### src/rtl/vtpg_pkg.sv
// Shared definitions for the video timing / test-pattern generator.
package vtpg_pkg;

    typedef enum logic [1:0] {
        MODE_RAMP  = 2'd0,
        MODE_SOLID = 2'd1,
        MODE_BARS  = 2'd2,
        MODE_CHECK = 2'd3
    } mode_e;

    // Bar index -> {ch0,ch1,ch2}: white, yellow, cyan, green, magenta, red, blue, black.
    function automatic logic [2:0] bar_bits(input logic [2:0] b);
        return {~b[1], ~b[2], ~b[0]};
    endfunction

endpackage

### src/rtl/vtpg_timing.sv
// x/y raster counters, range compares, registered strobes and the
// per-pixel counters (ramp value, colour-bar index) for the current pixel.
module vtpg_timing
    import vtpg_pkg::*;
#(
    parameter int H_BITS = 12,
    parameter int V_BITS = 12,
    parameter int PW     = 8
) (
    input  logic              clk,
    input  logic              rst,
    input  logic              enable,
    input  logic [H_BITS-1:0] tH_END,
    input  logic [H_BITS-1:0] tHS_START,
    input  logic [H_BITS-1:0] tHS_END,
    input  logic [H_BITS-1:0] tHACT_START,
    input  logic [H_BITS-1:0] tHACT_END,
    input  logic [V_BITS-1:0] tV_END,
    input  logic [V_BITS-1:0] tVS_START,
    input  logic [V_BITS-1:0] tVS_END,
    input  logic [V_BITS-1:0] tVACT_START,
    input  logic [V_BITS-1:0] tVACT_END,
    input  logic [H_BITS-1:0] bar_w,
    output logic [H_BITS-1:0] x,
    output logic [V_BITS-1:0] y,
    output logic              at_origin,
    output logic              de_c,
    output logic [PW-1:0]     ramp_c,
    output logic [2:0]        bar_c,
    output logic              hs_act,
    output logic              vs_act,
    output logic              de,
    output logic              sof,
    output logic              eol
);

    logic [H_BITS-1:0] x_q, x_d, run_q, run_d, run_c, bw_eff;
    logic [V_BITS-1:0] y_q, y_d;
    logic [PW-1:0]     ramp_q, ramp_d;
    logic [2:0]        bar_q, bar_d;
    logic              hs_q, hs_d, vs_q, vs_d, de_q, de_d, sof_q, sof_d, eol_q, eol_d;
    logic              h_act, v_act, line_first, sof_c, eol_c;

    always_comb begin
        x_d = '0;
        y_d = '0;
        if (enable) begin
            if (x_q == tH_END) begin
                y_d = (y_q == tV_END) ? '0 : y_q + V_BITS'(1);
            end else begin
                x_d = x_q + H_BITS'(1);
                y_d = y_q;
            end
        end

        h_act      = (x_q >= tHACT_START) && (x_q < tHACT_END);
        v_act      = (y_q >= tVACT_START) && (y_q < tVACT_END);
        de_c       = h_act && v_act;
        line_first = de_c && (x_q == tHACT_START);
        sof_c      = line_first && (y_q == tVACT_START);
        eol_c      = de_c && (x_q == tHACT_END - H_BITS'(1));

        ramp_c = sof_c ? '0 : ramp_q;
        ramp_d = ramp_q;
        if (!enable)  ramp_d = '0;
        else if (de_c) ramp_d = ramp_c + PW'(1);

        // Bar run length restarts with each active line; bar_w==0 behaves as 1.
        bw_eff = (bar_w == '0) ? H_BITS'(1) : bar_w;
        run_c  = line_first ? '0 : run_q;
        bar_c  = line_first ? 3'd0 : bar_q;
        run_d  = run_q;
        bar_d  = bar_q;
        if (!enable) begin
            run_d = '0;
            bar_d = 3'd0;
        end else if (de_c) begin
            if (run_c + H_BITS'(1) == bw_eff) begin
                run_d = '0;
                bar_d = (bar_c == 3'd7) ? 3'd7 : bar_c + 3'd1;
            end else begin
                run_d = run_c + H_BITS'(1);
                bar_d = bar_c;
            end
        end

        hs_d  = enable && (x_q >= tHS_START) && (x_q < tHS_END);
        vs_d  = enable && (y_q >= tVS_START) && (y_q < tVS_END);
        de_d  = enable && de_c;
        sof_d = enable && sof_c;
        eol_d = enable && eol_c;
    end

    always_ff @(posedge clk or posedge rst) begin
        if (rst) begin
            x_q    <= '0;
            y_q    <= '0;
            ramp_q <= '0;
            run_q  <= '0;
            bar_q  <= 3'd0;
            hs_q   <= 1'b0;
            vs_q   <= 1'b0;
            de_q   <= 1'b0;
            sof_q  <= 1'b0;
            eol_q  <= 1'b0;
        end else begin
            x_q    <= x_d;
            y_q    <= y_d;
            ramp_q <= ramp_d;
            run_q  <= run_d;
            bar_q  <= bar_d;
            hs_q   <= hs_d;
            vs_q   <= vs_d;
            de_q   <= de_d;
            sof_q  <= sof_d;
            eol_q  <= eol_d;
        end
    end

    assign x         = x_q;
    assign y         = y_q;
    assign at_origin = (x_q == '0) && (y_q == '0);
    assign hs_act    = hs_q;
    assign vs_act    = vs_q;
    assign de        = de_q;
    assign sof       = sof_q;
    assign eol       = eol_q;

endmodule

### src/rtl/vtpg_pattern.sv
// Video timing + test-pattern generator top: frame-aligned config latch and
// a registered pattern stage that lines pix up with de.
module vtpg_pattern
    import vtpg_pkg::*;
#(
    parameter int H_BITS   = 12,
    parameter int V_BITS   = 12,
    parameter int PW       = 8,
    parameter int NCH      = 3,
    parameter int CHK_LOG2 = 3
) (
    input  logic              clk,
    input  logic              rst,
    input  logic              enable,
    input  logic [1:0]        mode,
    input  logic [NCH*PW-1:0] solid,
    input  logic [H_BITS-1:0] bar_w,
    input  logic [H_BITS-1:0] tH_END,
    input  logic [H_BITS-1:0] tHS_START,
    input  logic [H_BITS-1:0] tHS_END,
    input  logic [H_BITS-1:0] tHACT_START,
    input  logic [H_BITS-1:0] tHACT_END,
    input  logic [V_BITS-1:0] tV_END,
    input  logic [V_BITS-1:0] tVS_START,
    input  logic [V_BITS-1:0] tVS_END,
    input  logic [V_BITS-1:0] tVACT_START,
    input  logic [V_BITS-1:0] tVACT_END,
    input  logic              pol_h,
    input  logic              pol_v,
    output logic              hs,
    output logic              vs,
    output logic              de,
    output logic              sof,
    output logic              eol,
    output logic [NCH*PW-1:0] pix
);

    logic [H_BITS-1:0]         x, ax, bar_w_q, bar_w_d;
    logic [V_BITS-1:0]         y, ay;
    logic                      at_origin, de_c, hs_act, vs_act;
    logic [PW-1:0]             ramp_c;
    logic [2:0]                bar_c, rgb;
    mode_e                     mode_q, mode_d;
    logic [NCH*PW-1:0]         solid_q, solid_d;
    logic [NCH-1:0][PW-1:0]    pix_q, pix_d;

    vtpg_timing #(.H_BITS(H_BITS), .V_BITS(V_BITS), .PW(PW)) u_timing (
        .clk         (clk),
        .rst         (rst),
        .enable      (enable),
        .tH_END      (tH_END),
        .tHS_START   (tHS_START),
        .tHS_END     (tHS_END),
        .tHACT_START (tHACT_START),
        .tHACT_END   (tHACT_END),
        .tV_END      (tV_END),
        .tVS_START   (tVS_START),
        .tVS_END     (tVS_END),
        .tVACT_START (tVACT_START),
        .tVACT_END   (tVACT_END),
        .bar_w       (bar_w_d),
        .x           (x),
        .y           (y),
        .at_origin   (at_origin),
        .de_c        (de_c),
        .ramp_c      (ramp_c),
        .bar_c       (bar_c),
        .hs_act      (hs_act),
        .vs_act      (vs_act),
        .de          (de),
        .sof         (sof),
        .eol         (eol)
    );

    always_comb begin
        // At (0,0) the live config applies, so the frame's first pixel already uses it.
        mode_d  = at_origin ? mode_e'(mode) : mode_q;
        solid_d = at_origin ? solid : solid_q;
        bar_w_d = at_origin ? bar_w : bar_w_q;

        ax  = x - tHACT_START;
        ay  = y - tVACT_START;
        rgb = bar_bits(bar_c);

        pix_d = '0;
        if (enable && de_c) begin
            case (mode_d)
                MODE_RAMP: begin
                    for (int c = 0; c < NCH; c++) pix_d[c] = ramp_c;
                end
                MODE_SOLID: pix_d = solid_d;
                MODE_BARS: begin
                    for (int c = 0; c < NCH; c++)
                        if (c < 3) pix_d[NCH-1-c] = {PW{rgb[2-c]}};
                end
                MODE_CHECK: begin
                    if (!(ax[CHK_LOG2] ^ ay[CHK_LOG2])) pix_d = '1;
                end
                default: pix_d = '0;
            endcase
        end
    end

    always_ff @(posedge clk or posedge rst) begin
        if (rst) begin
            mode_q  <= MODE_RAMP;
            solid_q <= '0;
            bar_w_q <= '0;
            pix_q   <= '0;
        end else begin
            mode_q  <= mode_d;
            solid_q <= solid_d;
            bar_w_q <= bar_w_d;
            pix_q   <= pix_d;
        end
    end

    // Polarity is applied after the register so idle level follows pol_h/pol_v.
    assign hs  = hs_act ^ ~pol_h;
    assign vs  = vs_act ^ ~pol_v;
    assign pix = pix_q;

endmodule
### config.mk
export PLATFORM = sky130hd
export DESIGN_NAME = vtpg_pattern
export DESIGN_NICKNAME = d
export VERILOG_FILES = /design/src/rtl/vtpg_pkg.sv /design/src/rtl/vtpg_timing.sv /design/src/rtl/vtpg_pattern.sv
export SDC_FILE = /design/constraint.sdc
export NUM_CORES = 1
export LEC_CHECK = 0
export ABC_CLOCK_PERIOD_IN_PS = 9600
export CORE_MARGIN = 4
export CORE_UTILIZATION = 50
export CTS_CLUSTER_SIZE = 12
export DETAILED_ROUTE_END_ITERATION = 16
export PLACE_DENSITY = 0.76
export SYNTH_ARGS = -nofsm -noshare
export SYNTH_HDL_FRONTEND = slang
export SYNTH_SLANG_ARGS = --single-unit
### constraint.sdc
create_clock -name clk -period 9.6 [get_ports clk]
set_input_delay 1.92 -clock clk [delete_from_list [all_inputs] [get_ports clk]]
set_output_delay 1.92 -clock clk [all_outputs]
set_load 0.01 [all_outputs]
Yosys cells after proc, flatten, opt, wreduce, memory -nomap -nowiden

Index checks and enable logic that the tools add are counted.

Equal/unequal tests: 12
Bitwise operators: 8
Reduce and logical (&&, ||, !) cells: 18
$lt $le $gt $ge: 8
$add $sub $neg: 8
Mux-type cells: 24

Operator list:

| kind                                                 | number |
|---|---|
| two-way mux 12 bit                                   | 11 |
| case mux 24 bit (4 select lines)                     | 1 |
| equality test 12 bit                                 | 6 |
| two-way mux 24 bit                                   | 3 |
| greater-or-equal comparator 12 bit                   | 4 |
| < comparator 12 bit                                  | 4 |
| adder 12 x 1 -> 12 bit (second input constant)       | 3 |
| logical NOT 12 bit                                   | 3 |
| two-way mux 8 bit                                    | 3 |
| two-way mux 3 bit                                    | 5 |
| logical AND 1 bit                                    | 14 |
| subtractor 12 x 1 -> 12 bit (second input constant)  | 1 |
| adder 8 x 1 -> 8 bit (second input constant)         | 1 |
| subtractor 4 bit                                     | 2 |
| inverter 1 bit                                       | 5 |
| equality test 2 bit (second input constant)          | 2 |
| != test 2 x 1 -> 1 bit (second input constant)       | 2 |
| adder 3 x 1 -> 3 bit (second input constant)         | 1 |
| equality test 3 bit (second input constant)          | 1 |
| XOR 1 bit                                            | 3 |
| equality test 2 x 1 -> 1 bit (second input constant) | 1 |
| logical NOT 2 bit                                    | 1 |
| two-way mux 2 bit                                    | 1 |

Input port bits: 163
Logic and storage cells: 94
Output and inout bits: 29
Flip-flop bits (word level): 114

Depth between registers and ports, before layout

Gate-level depths: netlist (run 1).

Depth in word-level cells: 10
Mapped depth: 21

Hierarchy

From an unflattened synthesis (run 1), not the netlist that was laid out.

Cells, all modules: 944
Area, all modules: 8555.7 um2

By module, submodules not included:

| module       | times used | area each (um2) | seq. area each (um2) | cells an instance |
|---|---|---|---|---|
| vtpg_timing  | 1          | 5959.5          | 1301.2               | 748 |
| vtpg_pattern | 1          | 2596.2          | 1551.5               | 196 |

Least setup slack after synthesis (run 1)

Ideal clock, no wire load.

Path type: input to register
Start: input port tVACT_START[9]
End: register u_timing.bar_q[0]
Setup time: 0.123 ns
Path buffers: 1
Path slack: 3.024 ns
Cell stages on the path: 19
Data required time: 9.477 ns
Arrival time: 6.453 ns
Cell sequence: inv_1 > ha_1 > and4_1 > nand2_1 > a31oi_1 > a2111oi_1 > or3_1 > clkbuf_1 > and2_1 > ha_1 > nand3_1 > xor2_1 > o221ai_2 > a221o_1 > a2111o_1 > a211o_1 > nor4_4 > mux2_1 > o221a_1

Cells in the longest elaborated chain, start to end: 10

RTL lines:

| element                                                   | line                                 | text |
|---|---|---|
| start: declaration                                        | vtpg_pattern.sv:26                   | `input logic [V_BITS-1:0] tVACT_START,` |
| greater-or-equal comparator 12 bit *                      | vtpg_timing.sv:57                    | `v_act = (y_q >= tVACT_START) && (y_q < tVACT_END);` |
| logical AND 1 bit *                                       | vtpg_timing.sv:57                    |  |
| logical AND 1 bit *                                       | vtpg_timing.sv:58                    | `de_c = h_act && v_act;` |
| logical AND 1 bit                                         | vtpg_timing.sv:59                    | `line_first = de_c && (x_q == tHACT_START);` |
| two-way mux 12 bit or two-way mux 3 bit (tied branches)   | vtpg_timing.sv:70, vtpg_timing.sv:71 |  |
| adder 12 x 1 -> 12 bit, or another cell as far along      | vtpg_timing.sv:78                    | `if (run_c + H_BITS'(1) == bw_eff) begin` |
| equality test 12 bit or two-way mux 3 bit (tied branches) | vtpg_timing.sv:78, vtpg_timing.sv:80 |  |
| two-way mux 3 bit                                         | vtpg_timing.sv:78                    |  |
| two-way mux 3 bit                                         | vtpg_timing.sv:77                    | `end else if (de_c) begin` |
| two-way mux 3 bit                                         | vtpg_timing.sv:74                    | `if (!enable) begin` |
| end signal: assignment                                    | vtpg_timing.sv:111                   | `bar_q <= bar_d;` |
| end: declaration                                          | vtpg_timing.sv:40                    | `logic [2:0] bar_q, bar_d;` |

Mark *: on every way between the ends. The rest lies on a longest branch, timed or not. The select of a mux whose other input is x is not followed.
A chain may end at the register's enable or synchronous reset.

Worst setup path in the final report (run 1)

Start: input port tHACT_END[7]
End: register u_timing.bar_q[0]

Cells in the longest elaborated chain, start to end: 10

RTL lines:

| element                                                   | line                                 | text |
|---|---|---|
| start: declaration                                        | vtpg_pattern.sv:22                   | `input logic [H_BITS-1:0] tHACT_END,` |
| < comparator 12 bit *                                     | vtpg_timing.sv:56                    | `h_act = (x_q >= tHACT_START) && (x_q < tHACT_END);` |
| logical AND 1 bit *                                       | vtpg_timing.sv:56                    |  |
| logical AND 1 bit *                                       | vtpg_timing.sv:58                    |  |
| logical AND 1 bit                                         | vtpg_timing.sv:59                    |  |
| two-way mux 12 bit or two-way mux 3 bit (tied branches)   | vtpg_timing.sv:70, vtpg_timing.sv:71 |  |
| adder 12 x 1 -> 12 bit, or another cell as far along      | vtpg_timing.sv:78                    |  |
| equality test 12 bit or two-way mux 3 bit (tied branches) | vtpg_timing.sv:78, vtpg_timing.sv:80 |  |
| two-way mux 3 bit                                         | vtpg_timing.sv:78                    |  |
| two-way mux 3 bit                                         | vtpg_timing.sv:77                    |  |
| two-way mux 3 bit                                         | vtpg_timing.sv:74                    |  |

Marked as above.

==> results of run 1 <==
worst register-to-register path, cell delays in order (launching register included):
cell       delay (ns)
dfrtp_1          0.69
ha_1             0.36
a211oi_1         0.21
nor2_1           0.11
a2111oi_0        0.72
nand2_1          0.15
or3_1            0.46
and2_1           0.22
ha_1             0.30
nand3_1          0.14
xor2_1           0.36
o221ai_1         0.17
a221o_1          0.39
a2111o_1         0.41
a211o_1          0.31
nor4_4           0.63
mux2_1           0.38
o221a_1          0.22
cell type report:
cell class | count | area [um2]
flip-flops and latches | 114 | 2850
multi-input cells | 714 | 5190
repair buffers | 197 | 1960
fillers | 1399 | 5440
inverters | 111 | 419
well taps | 220 | 275
clock buffers | 20 | 447
clock inverters | 12 | 181
cell usage after synthesis, types with 5 or more instances:
master     count
nor3_1        18
xor2_1        38
buf_6          6
ha_1         101
a21boi_0       5
nand2b_1      11
a31oi_1        8
dfrtp_1      114
and3_1         9
a21o_1        39
mux2_2        28
mux2i_1        8
nand4_1       18
o21ai_0       39
nor4_1         8
and2_1        11
a22o_1         7
nand2_1      101
nand3_1       30
a211oi_1       7
inv_1        110
a2111oi_0      5
nor2b_1        6
a21oi_1       62
clkbuf_1      11
xnor2_1       30
nor2_1        53
stage by stage:
step                cells  utilization  total power (W)  setup WS (ns)  hold slack [ns]
floorplan             969            -         0.000792           3.02            0.446
detailed placement   1356        0.638         0.000927           1.51            0.471
finish               1388        0.675          0.00159           1.86            0.494
global placement     1356        0.638         0.000916           1.69            0.471
global route         1388        0.675          0.00167           1.54            0.505
CTS                  1388        0.675          0.00160           1.96            0.494
routing by layer:
metal  up-vias  wire length, um  track usage
met2       237            11100        0.399
met5         -                0            0
li1       3769                -            -
met1      3638             9990        0.296
met4         0              527       0.0806
met3        49             1320       0.0453
final timing paths:
check,from,to,slack [ns]
worst max-delay path,tHACT_END[7],u_timing.bar_q[0],1.86
worst min-delay path,bar_w_q[0],bar_w_q[0],0.49
worst max register to register,u_timing.y[9],u_timing.bar_q[0],3.27
worst min register to register,bar_w_q[0],bar_w_q[0],0.49
max in group asynchronous,rst,u_timing.ramp_q[0],6.38
min in group asynchronous,rst,solid_q[5],1.86
logic make-up (layout without fill, tap and decap cells):
logic type / count (synthesis) / count (layout)
AND/OR/NAND/NOR: 298 / 298
flip-flops: 114 / 114
multiplexers: 37 / 37
XOR/XNOR: 68 / 68
adder cells (fa/ha/maj): 101 / 101
AO/OA/AOI/OAI: 210 / 210
buffers and inverters: 141 / 340
flip-flops by register name (all words and copies together), names as in the netlist, 2 cells and up:
| signal | cells |
|---|---|
| pix | 24 |
| solid_q | 24 |
| bar_w_q | 12 |
| u_timing.run_q | 12 |
| u_timing.x | 12 |
| u_timing.y | 12 |
| u_timing.ramp_q | 8 |
| u_timing.bar_q | 3 |
| mode_q | 2 |
where the power goes:
| part | internal (W) | switching, W | total [W] | leakage, nW |
|---|---|---|---|---|
| Clock | 0.000442 | 0.000226 | 0.000668 | 0.293 |
| Sequential | 0.000535 | 0.0000275 | 0.000562 | 1.51 |
| Combinational | 0.000176 | 0.000187 | 0.000363 | 3.77 |
==> results.json, run 1 <==
{
  "status": "finished, final reports clean",
  "synth_top_cell_by_area": "dfrtp_1",
  "critPathBufInv": 2,
  "clock_path_buffers": 2,
  "crit_fanout": 13,
  "first_iter_violations": 458,
  "fin_worst_skew_ns": 0.00786,
  "fin_nets": 1419,
  "synth_fa_ha_area_frac": 0.146,
  "cts.sink_count": 114,
  "crit_top_cell": "ha_1",
  "finalHoldViolCount": 0,
  "cp_slowest_cell": "a2111oi_0",
  "post_synth_xor_area_fraction": 0.0688,
  "power_density_nw_per_um2": 141,
  "final_common_cell": "clkdlybuf4s50_1",
  "firstDrtPassIters": 5,
  "path_class": "in -> reg",
  "finalWirelength_um": 23000,
  "syn_nets": 1233,
  "post_route_cells_drive_above_1_share": 0.0788,
  "grt-ovfl-total": 0,
  "avgRoutedWirePerCell_um": 16.6,
  "hold_class": "reg -> reg",
  "slew_violations": 0,
  "ys_ff_latch": 114,
  "tightest_slew_ns": 0.997,
  "tns_ns": 0,
  "ant_nets": 0,
  "grt_max_degree": 81,
  "yosys.area_share.simple": 0.177,
  "ys_seq_area_frac": 0.329,
  "antenna_found_initial": 0,
  "worst_path_largest_cell_delay_ns": 0.78,
  "maxSlewHeadroom": 0.333,
  "tritoncts": "yes",
  "worstPathArrival_ns": 8.04,
  "rsz0062_at_grt": "no",
  "viasPerCell": 5.54,
  "placed_area_um2": 10700,
  "grt_pass1_vias": 7632,
  "routabilityCongestion": 0.920,
  "synthMuxAreaShare": 0.0469,
  "cts_resized": 0,
  "hpwl_um": 17300,
  "required_ns": 9.90,
  "critPathLaunchType": "input port",
  "finalSetupViolations": 0,
  "yosysWarnings": 0,
  "clk_pin_slew_worst_paths_ns": 0.05,
  "max_freq_ghz": 0.129,
  "fp-row-count": 47,
  "synth_compound_area_frac": 0.160,
  "dieHeight_um": 140,
  "core-area_um2": 16800,
  "maxCapViolations": 0,
  "finalCritPeriodShare": 0.807,
  "synth_edf_count": 0,
  "initial_core_util": 0.517,
  "cts_hold_buf": 0,
  "syn_avg_cell_area_um2": 8.94,
  "postCtsSetupBuffers": 0,
  "final_cell_mix": "clkdlybuf4s50_1, dfrtp_1, inv_1",
  "critical_path_depth": 19,
  "vdd_ir_drop_max_mv": 0.120,
  "synth_top_family_by_area": "simple AND/OR/NAND/NOR gates",
  "fin_crit_ns": 7.74,
  "synth_area_leaders": "dfrtp_1, ha_1, inv_1",
  "clk_latency_ns": 0.42,
  "synth.distinct_cells": 76,
  "route.detailed.drc": 0,
  "grt_usage": 0.233,
  "ff2ff_path_depth": 17,
  "endpoint_kind": "flop",
  "synthCells": 969,
  "numCtsBuffers": 17,
  "antenna_cells": 0,
  "grt_pass1_wl_um": 37200,
  "design_area_um2": 11300,
  "io_buffers": 191,
  "syn_to_final_growth_pct": 30.7,
  "crit_chain": "clkdlybuf4s50_1 > inv_1 > ha_1 > a21oi_1 > o21ai_0 > a2111oi_0 > nand2_1 > or3_1 > and2_1 > ha_1 > nand3_1 > xor2_1 > o221ai_1 > a221o_1 > a2111o_1 > a211o_1 > nor4_4 > mux2_1 > o221a_1",
  "hold_depth": 2,
  "async_flop_share": 1.00,
  "clock-root-buffer": "clkbuf_16",
  "ys.flop_type": "dfrtp_1",
  "p_leak_nw": 5.57,
  "vias": 7693,
  "synth_top_area_share": 0.329,
  "synth_area_um2": 8660,
  "die_w_um": 140,
  "dieArea_um2": 19500,
  "cp_top_family": "compound AO/OA/AOI/OAI gates",
  "htree_levels": 4,
  "ios": 192
}
No activity file was read; power rests on OpenSTA's default activity.
==> inputs of run 2 (changes only) <==
--- a/config.mk
+++ b/config.mk
@@ -5,12 +5,12 @@
 export SDC_FILE = /design/constraint.sdc
 export NUM_CORES = 1
 export LEC_CHECK = 0
-export ABC_CLOCK_PERIOD_IN_PS = 9600
+export ABC_CLOCK_PERIOD_IN_PS = 6400
 export CORE_MARGIN = 4
-export CORE_UTILIZATION = 50
+export CORE_UTILIZATION = 47
 export CTS_CLUSTER_SIZE = 12
 export DETAILED_ROUTE_END_ITERATION = 16
-export PLACE_DENSITY = 0.76
+export PLACE_DENSITY = 0.75
 export SYNTH_ARGS = -nofsm -noshare
 export SYNTH_HDL_FRONTEND = slang
 export SYNTH_SLANG_ARGS = --single-unit
==> constraint.sdc (replaced) <==
create_clock -name clk -period 6.4 [get_ports clk]
set_input_delay 1.28 -clock clk [delete_from_list [all_inputs] [get_ports clk]]
set_output_delay 1.28 -clock clk [all_outputs]
set_load 0.01 [all_outputs]
==> run 2 against run 1 <==
Against the previous run:
- total power increased by 49%
- register-to-register slack got worse by 2.3 ns
- non-clock buffer count is 20 higher
- count of clock-buffer cells in the layout shrank 2
- clock power increased by 47%
- utilization down 3.9 points
- sequential share of layout area is 0.32 points lower
- worst setup slack worse by 1.5 ns
- critical path depth is 2 higher
==> results.json, run 2 (synthesis gave the netlist of run 1 again) <==
{
  "grt_max_degree": 70,
  "finalWirelength_um": 23600,
  "post_route_cells_drive_above_1_share": 0.0960,
  "syn_to_final_growth_pct": 32.4,
  "crit_fanout": 12,
  "path_class": "in -> reg",
  "r2r_start": "u_timing.y[9]",
  "final_util": 0.636,
  "firstDrtPassIters": 5,
  "clk_pin_slew_worst_paths_ns": 0.06,
  "finalHoldViolCount": 0,
  "routabilityCongestion": 0.871,
  "power_density_nw_per_um2": 206,
  "hpwl_um": 18000,
  "route.detailed.drc": 0,
  "vias": 7798,
  "r2r_setup_slack_ns": 1.01,
  "vdd_ir_drop_max_mv": 0.218,
  "clock-root-buffer": "clkbuf_16",
  "rsz0062_at_grt": "no",
  "antenna_found_initial": 0,
  "tritoncts": "yes",
  "p_leak_nw": 5.67,
  "cts_hold_buf": 0,
  "required_ns": 6.70,
  "clk_latency_ns": 0.41,
  "die_w_um": 144,
  "hold_start": "bar_w_q[0]",
  "grt-ovfl-total": 0,
  "io_buffers": 191,
  "finalCritPeriodShare": 0.949,
  "ff2ff_path_depth": 19,
  "grt_pass1_wl_um": 38000,
  "final_common_cell": "clkdlybuf4s50_1",
  "fp-row-count": 49,
  "maxCapViolations": 0,
  "hold_path_end": "bar_w_q[0]",
  "grt_usage": 0.232,
  "dieArea_um2": 20700,
  "antenna_cells": 0,
  "crit_chain": "clkdlybuf4s50_1 > inv_1 > ha_1 > a21oi_1 > o21ai_0 > a2111oi_0 > buf_4 > nand2_1 > or3_1 > and2_1 > ha_1 > nand3_1 > xor2_1 > o221ai_1 > a221o_1 > a2111o_1 > a211o_1 > nor4_4 > buf_4 > nor3_1 > a22o_1",
  "fin_hold_ws_ns": 0.478,
  "core-area_um2": 18000,
  "fin_worst_skew_ns": 0.00945,
  "postCtsSetupBuffers": 0,
  "fillers": 1531,
  "clock_path_buffers": 2,
  "cp_slowest_cell": "clkdlybuf4s50_1",
  "dieHeight_um": 144,
  "ant_nets": 0,
  "tightest_slew_ns": 0.992,
  "finalSetupViolations": 0,
  "max_freq_ghz": 0.165,
  "numCtsBuffers": 17,
  "worstPathArrival_ns": 6.37,
  "initial_core_util": 0.481,
  "status": "finished, final reports clean",
  "htree_levels": 4,
  "fin_nets": 1439,
  "worst_path_largest_cell_delay_ns": 0.52,
  "endpoint_kind": "flop",
  "maxSlewHeadroom": 0.336,
  "ios": 192,
  "cts.sink_count": 114,
  "first_iter_violations": 474,
  "hold_depth": 2,
  "tns_ns": 0,
  "final_cell_mix": "clkdlybuf4s50_1, dfrtp_1, inv_1",
  "cts_resized": 0,
  "worst_r2r_endpoint": "u_timing.run_q[8]",
  "viasPerCell": 5.50,
  "avgRoutedWirePerCell_um": 16.6,
  "slew_violations": 0,
  "hold_class": "reg -> reg",
  "critPathLaunchType": "input port",
  "grt_pass1_vias": 7793,
  "fin_crit_ns": 6.07
}
## run 2: layout make-up
class                      instances  area, um2  area share
timing repair buffer             217       2110       0.184
inverter                         111        419      0.0366
clock buffer                      18        439      0.0383
tap                              229        287      0.0250
clock inverter                    14        175      0.0153
sequential                       114       2850       0.249
multi-input combinational        714       5190       0.452
## run 2: worst max path at each step
stage | from | end | slack (ns) | depth (start not counted)
floorplan | tVACT_START[9] | u_timing.bar_q[0] | 0.46 | 19
global placement | tHACT_END[9] | u_timing.bar_q[0] | -0.07 | 20
detailed placement | tHACT_END[9] | u_timing.bar_q[0] | -0.09 | 20
CTS | tHACT_END[9] | u_timing.run_q[8] | 0.34 | 21
global route | tHACT_END[9] | u_timing.run_q[11] | 0.02 | 21
finish | tHACT_END[9] | u_timing.run_q[8] | 0.33 | 21
## run 2: report_power, final
group	leakage [nW]	internal (W)	switching [W]
Sequential	1.51	0.000802	0.0000411
Combinational	3.87	0.000267	0.000275
Clock	0.294	0.000627	0.000356
## run 2: routing by layer
layer,wire (um),vias to the layer above,part of all wire,GRT usage
li1,-,3810,-,-
met1,10200,3703,0.43,0.292
met2,11500,246,0.49,0.396
met3,1530,39,0.065,0.0572
met4,391,0,0.017,0.0654
met5,0,-,0,0
## run 2: critical path: cells and delay by family
kind,cells,cell delay [ns]
buf+inv,4,1.00
fa+ha+maj,2,0.55
simple gates,6,1.13
compound gates,8,2.12
xor+xnor,1,0.29
## run 2: per-stage QoR
step / cells / setup slack (ns) / instance area [um2] / total power, W
floorplan: 969 / 0.464 / 8660 / 0.00119
global placement: 1385 / -0.0748 / 10900 / 0.00138
detailed placement: 1385 / -0.0878 / 10900 / 0.00139
CTS: 1417 / 0.344 / 11500 / 0.00238
global route: 1417 / 0.0221 / 11500 / 0.00248
finish: 1417 / 0.326 / 11500 / 0.00237
==> patch 1: new RTL, settings of run 2 <==
Reset style: synchronous (`rst`), changed in 2 clocked blocks.
--- a/src/rtl/vtpg_timing.sv
+++ b/src/rtl/vtpg_timing.sv
@@ -93,3 +93,3 @@
 
-    always_ff @(posedge clk or posedge rst) begin
+    always_ff @(posedge clk) begin
         if (rst) begin
--- a/src/rtl/vtpg_pattern.sv
+++ b/src/rtl/vtpg_pattern.sv
@@ -103,3 +103,3 @@
 
-    always_ff @(posedge clk or posedge rst) begin
+    always_ff @(posedge clk) begin
         if (rst) begin
Formal check against the unedited RTL: differs if rst is asserted again (counterexample within 4 cycles, from zero or initial values and one cycle with rst high); with rst held inactive, the same outputs for 4 cycles.
==> patch 1 against run 2 <==
  * Critical path depth stayed put
  * Total power decreased by 17%
  * Area after synthesis is 4.8% lower
  * Synthesized cell count increased by 4.3%
  * Largest cell class unchanged
  * Cell area shrank 4.5%
  * Sequential cell count did not move
  * Routed wire length shrank 6.3%
  * Non-clock buffer count is 10 lower
  * Setup slack improved by 0.39 ns
==> patch 1: results (changes against run 2) <==
| Metric | Value |
|---|---|
| Result of the run | `finished, final reports clean (unchanged)` |
| GRT met3 Usage | `0.0526 (was 0.0572)` |
| Number of search-and-repair iterations in the first detailed-routing pass | `7 (was 5)` |
| Fillers | `1,512 (was 1,531)` |
| Ranking of synthesized cells by instance count | `dfxtp_1 (114), inv_1 (105), ha_1 (101) (was dfrtp_1 (114), inv_1 (110), ha_1 (101), nand2_1 (101), a21oi_1 (62))` |
| Largest net degree at the start of global routing | `41 (was 70)` |
| Initial detailed-routing violation count | `434 (was 474)` |
| Placed Area | `0.0104 mm² (was 0.0109 mm²)` |
| Syn Inst Count | `1,011 (was 969)` |
| Hold Startpoint | `u_timing.bar_q[0]$_SDFFE_PP0N_ (was bar_w_q[0]$_DFF_PP0_)` |
| RD Place Congestion | `0.922 (was 0.871)` |
| Vias after detailed routing | `7,695 (was 7,798)` |
| GRT met1 Usage | `0.298 (was 0.292)` |
| Layout buffering overhead excluding clock cells | `0.186 (was 0.184)` |
| Sum of routed wire length over all layers | `22,100 µm (was 23,600 µm)` |
| Grt met2 use | `0.371 (was 0.396)` |
| Nets | `1,463 (was 1,439)` |
| Origin of the critical flop-to-flop path | `u_timing.y[5]$_SDFFE_PP0P_ (was u_timing.y[9]$_DFFE_PP0P_)` |
| Power per Cell Area | `178 mW/mm² (was 206 mW/mm²)` |
| Met3 wire len | `1550 µm (was 1530 µm)` |
| Vias in the first global route | `7,354 (was 7,793)` |
| Share of cell area taken by flip-flops and latches | `0.208 (was 0.249)` |
| Period Utilization, post-route | `0.888 (was 0.949)` |
| GRT Resource Usage Total | `0.223 (was 0.232)` |
| Post-Layout Cell Count | `1,437 (was 1,417)` |
| Most used DFF post-synth | `dfxtp_1 (was dfrtp_1)` |
| Top fanout value on the critical path | `16 (was 12)` |
| Share of post-route cells with drive strength above 1 | `0.0512 (was 0.0960)` |
| Delay of the slowest cell on the worst path | `0.46 ns (was 0.52 ns)` |
| Async SR Flop Fraction | `0 (was 1.00)` |
| Met2 wire length | `10,300 µm (was 11,500 µm)` |
| Clock buffers | `19 (was 18)` |
| Part of the Yosys area used for sequential elements | `0.277 (was 0.329)` |
| Minimum setup slack after placement | `0.296 ns (was -0.0878 ns)` |
| Proportion of cell area occupied by multi-input gates | `0.492 (was 0.452)` |
| Routed metal-1 wirelength | `10,000 µm (was 10,200 µm)` |
| Leakage power | `4.96 nW (was 5.67 nW)` |
| Origin of the worst setup path | `tVACT_START[5] (was tHACT_END[9])` |
| First-pass GRT wire length | `36,200 µm (was 38,000 µm)` |
| Portion of the layout cell area used by clock cells | `0.0523 (was 0.0536)` |
==> patch 1: cell count changes in the layout (fill, tap and decap cells not counted), moves of 15 or more <==
cell,before,now
xnor2_1,30,45
nand2b_1,11,35
mux2_2,28,0
mux2i_1,7,32
nor2_1,53,99
dfxtp_1,0,114
nand2_1,100,68
dfrtp_1,114,0
==> patch 1: where the power goes <==
part	total, mW	switching, mW	internal, mW
combinational	0.312	0.140	0.172
clock	0.905	0.356	0.549
sequential	0.736	0.00755	0.728
total	1.95	0.504	1.45
==> patch 1: cells by family (layout without fill, tap and decap cells) <==
logic type / after synthesis / in the layout / share of synthesized area
fa+ha+maj: 101 / 101 / 0.153
compound gates: 188 / 188 / 0.147
xor+xnor: 80 / 80 / 0.0850
mux: 35 / 35 / 0.0455
simple gates: 350 / 350 / 0.222
flops: 114 / 114 / 0.277
buf+inv: 143 / 344 / 0.0701
==> patch 2: new RTL, config.mk and constraints of run 2 <==
Made on the original files. `PW` is set to 8 in 2 places; all go to 10.
--- a/src/rtl/vtpg_timing.sv
+++ b/src/rtl/vtpg_timing.sv
@@ -7,3 +7,3 @@
     parameter int V_BITS = 12,
-    parameter int PW     = 8
+    parameter int PW     = 10
 ) (
--- a/src/rtl/vtpg_pattern.sv
+++ b/src/rtl/vtpg_pattern.sv
@@ -7,3 +7,3 @@
     parameter int V_BITS   = 12,
-    parameter int PW       = 8,
+    parameter int PW       = 10,
     parameter int NCH      = 3,
Ports: changed (resized pix and solid); port bits go from 192 to 204. The function was not compared with the original's and may differ.
==> patch 2 against run 2 <==
  * Setup slack better by 0.33 ns
  * Total power up 2.1%
  * Via count rose by 6.4%
  * Critical path depth decreased by 1
  * Cell area increased by 4.8%
  * Sequential cell count rose by 14
  * Core utilization decreased by 1.7 points
  * Area after synthesis up 6.8%
  * Clock power fell by 11%
  * Routed wire length is 7.6% higher
  * Highest routed layer unchanged
==> patch 2: results (changes against run 2) <==
| Metric | Value |
|---|---|
| Result of the run | `finished, final reports clean (unchanged)` |
| Delay of the slowest cell on the worst path | `0.49 ns (was 0.52 ns)` |
| Count of plain and timing-repair buffers in the layout | `209 (was 217)` |
| GRT Resource Usage Total | `0.234 (was 0.232)` |
| Clock latency reported for the late side of the worst-skew pair | `around 0.42 ns` |
| Number of multi-input logic gates | `749 (was 714)` |
| Clock transition at the registers of the reported paths | `around 0.050 ns` |
| Register bit count reported by yosys | `128 (was 114)` |
| Input/output buffers | `203 (was 191)` |
| VDD IR max | `0.155 mV (was 0.218 mV)` |
| Initial detailed-routing violation count | `616 (was 474)` |
| Portion of the layout cell area used by clock cells | `0.0447 (was 0.0536)` |
| Top cells by area in the synthesized netlist | `dfrtp_1 (35%), ha_1 (14%), inv_1 (4.5%) (was dfrtp_1 (33%), ha_1 (15%), inv_1 (4.8%))` |
| Sequential cell area | `0.00320 mm² (was 0.00285 mm²)` |
| Top fanout value on the critical path | `10 (was 12)` |
| Synthesized netlist net count | `1,298 (was 1,233)` |
| Largest delay share family, worst path | `compound AO/OA/AOI/OAI gates (unchanged)` |
| Hold WC Path Type | `flip-flop to flip-flop (unchanged)` |
| Ranking of synthesized cells by instance count | `dfrtp_1 (128), inv_1 (111), ha_1 (101) (was dfrtp_1 (114), inv_1 (110), ha_1 (101), nand2_1 (101), a21oi_1 (62))` |
| Async SR Flop Fraction | `1.00 (unchanged)` |
| Final clock skew | `0.00955 ns (was 0.00945 ns)` |
| Share of post-route cells with drive strength above 1 | `0.0757 (was 0.0960)` |
| Vias in the first global route | `8,455 (was 7,793)` |
| Layout buffering overhead excluding clock cells | `0.173 (was 0.184)` |
| First-pass GRT wire length | `41,600 µm (was 38,000 µm)` |
| Part of the Yosys area used for sequential elements | `0.346 (was 0.329)` |
| Number of warnings reported in the yosys synthesis log | `0 (unchanged)` |
| Clock buffers | `17 (was 18)` |
| Sum of routed wire length over all layers | `25,400 µm (was 23,600 µm)` |
| Nets | `1,487 (was 1,439)` |
| Inverters excl. clock | `112 (was 111)` |
| Detailed placement HPWL | `19,300 µm (was 18,000 µm)` |
| Number of distinct standard cells referenced by the synthesized netlist | `69 (was 76)` |
| Worst-case headroom to the max-slew limit | `0.157 (was 0.336)` |
| Vias per std cell | `5.56 (was 5.50)` |
| Largest net degree at the start of global routing | `70 (unchanged)` |
| Footprint of the multi-input gates | `0.00545 mm² (was 0.00519 mm²)` |
| RD Place Congestion | `0.870 (was 0.871)` |
| # DRC | `0 (unchanged)` |
| Crit path DAT | `6.04 ns (was 6.37 ns)` |
| Fillers | `1,690 (was 1,531)` |
| Leakage power | `5.77 nW (was 5.67 nW)` |
## patch 2: stage by stage
step           utilization  power, mW  worst slack, ns  area, µm²  std cells
6_report             0.619       2.42            0.659      12000       1494
5_1_grt              0.619       2.54            0.381      12000       1494
4_1_cts              0.619       2.43            0.710      12000       1494
3_5_place_dp         0.592       1.55            0.280      11500       1463
3_3_place_gp         0.592       1.54            0.387      11500       1463
2_1_floorplan            -       1.32             1.39       9250       1028
## patch 2: cells by family (layout without fill, tap and decap cells)
kind of cell,Yosys count,in the layout,share of synthesized area
flops,128,128,0.346
fa+ha+maj,101,101,0.137
xor+xnor,64,64,0.0606
buf+inv,151,352,0.0653
simple gates,322,322,0.178
mux,42,42,0.0519
compound gates,220,220,0.161
## patch 2: power by group
group	internal, mW	total (mW)	switching, mW
logic	0.278	0.602	0.324
clock network	0.497	0.879	0.382
registers	0.896	0.937	0.0409
## patch 2: worst paths after layout
check / from / endpoint / slack [ns] / cells after the start
max: tHACT_END[11] / u_timing.run_q[6]$_DFFE_PP0P_ / 0.66 / 20
min: bar_w_q[0]$_DFF_PP0_ / bar_w_q[0]$_DFF_PP0_ / 0.49 / 1
max reg2reg: u_timing.x[11]$_DFF_PP0_ / u_timing.run_q[6]$_DFFE_PP0P_ / 1.47 / 18
min reg2reg: bar_w_q[0]$_DFF_PP0_ / bar_w_q[0]$_DFF_PP0_ / 0.49 / 1
max in group asynchronous: rst / solid_q[3]$_DFF_PP0_ / 3.76 / 3
min in group asynchronous: rst / solid_q[8]$_DFF_PP0_ / 1.39 / 2
## patch 2: routing by layer
metal	share of wire	track usage	routed length (µm)
met1	0.43	0.306	11000
met3	0.062	0.0503	1580
met2	0.48	0.385	12200
met4	0.025	0.0822	636
met5	0	0	0
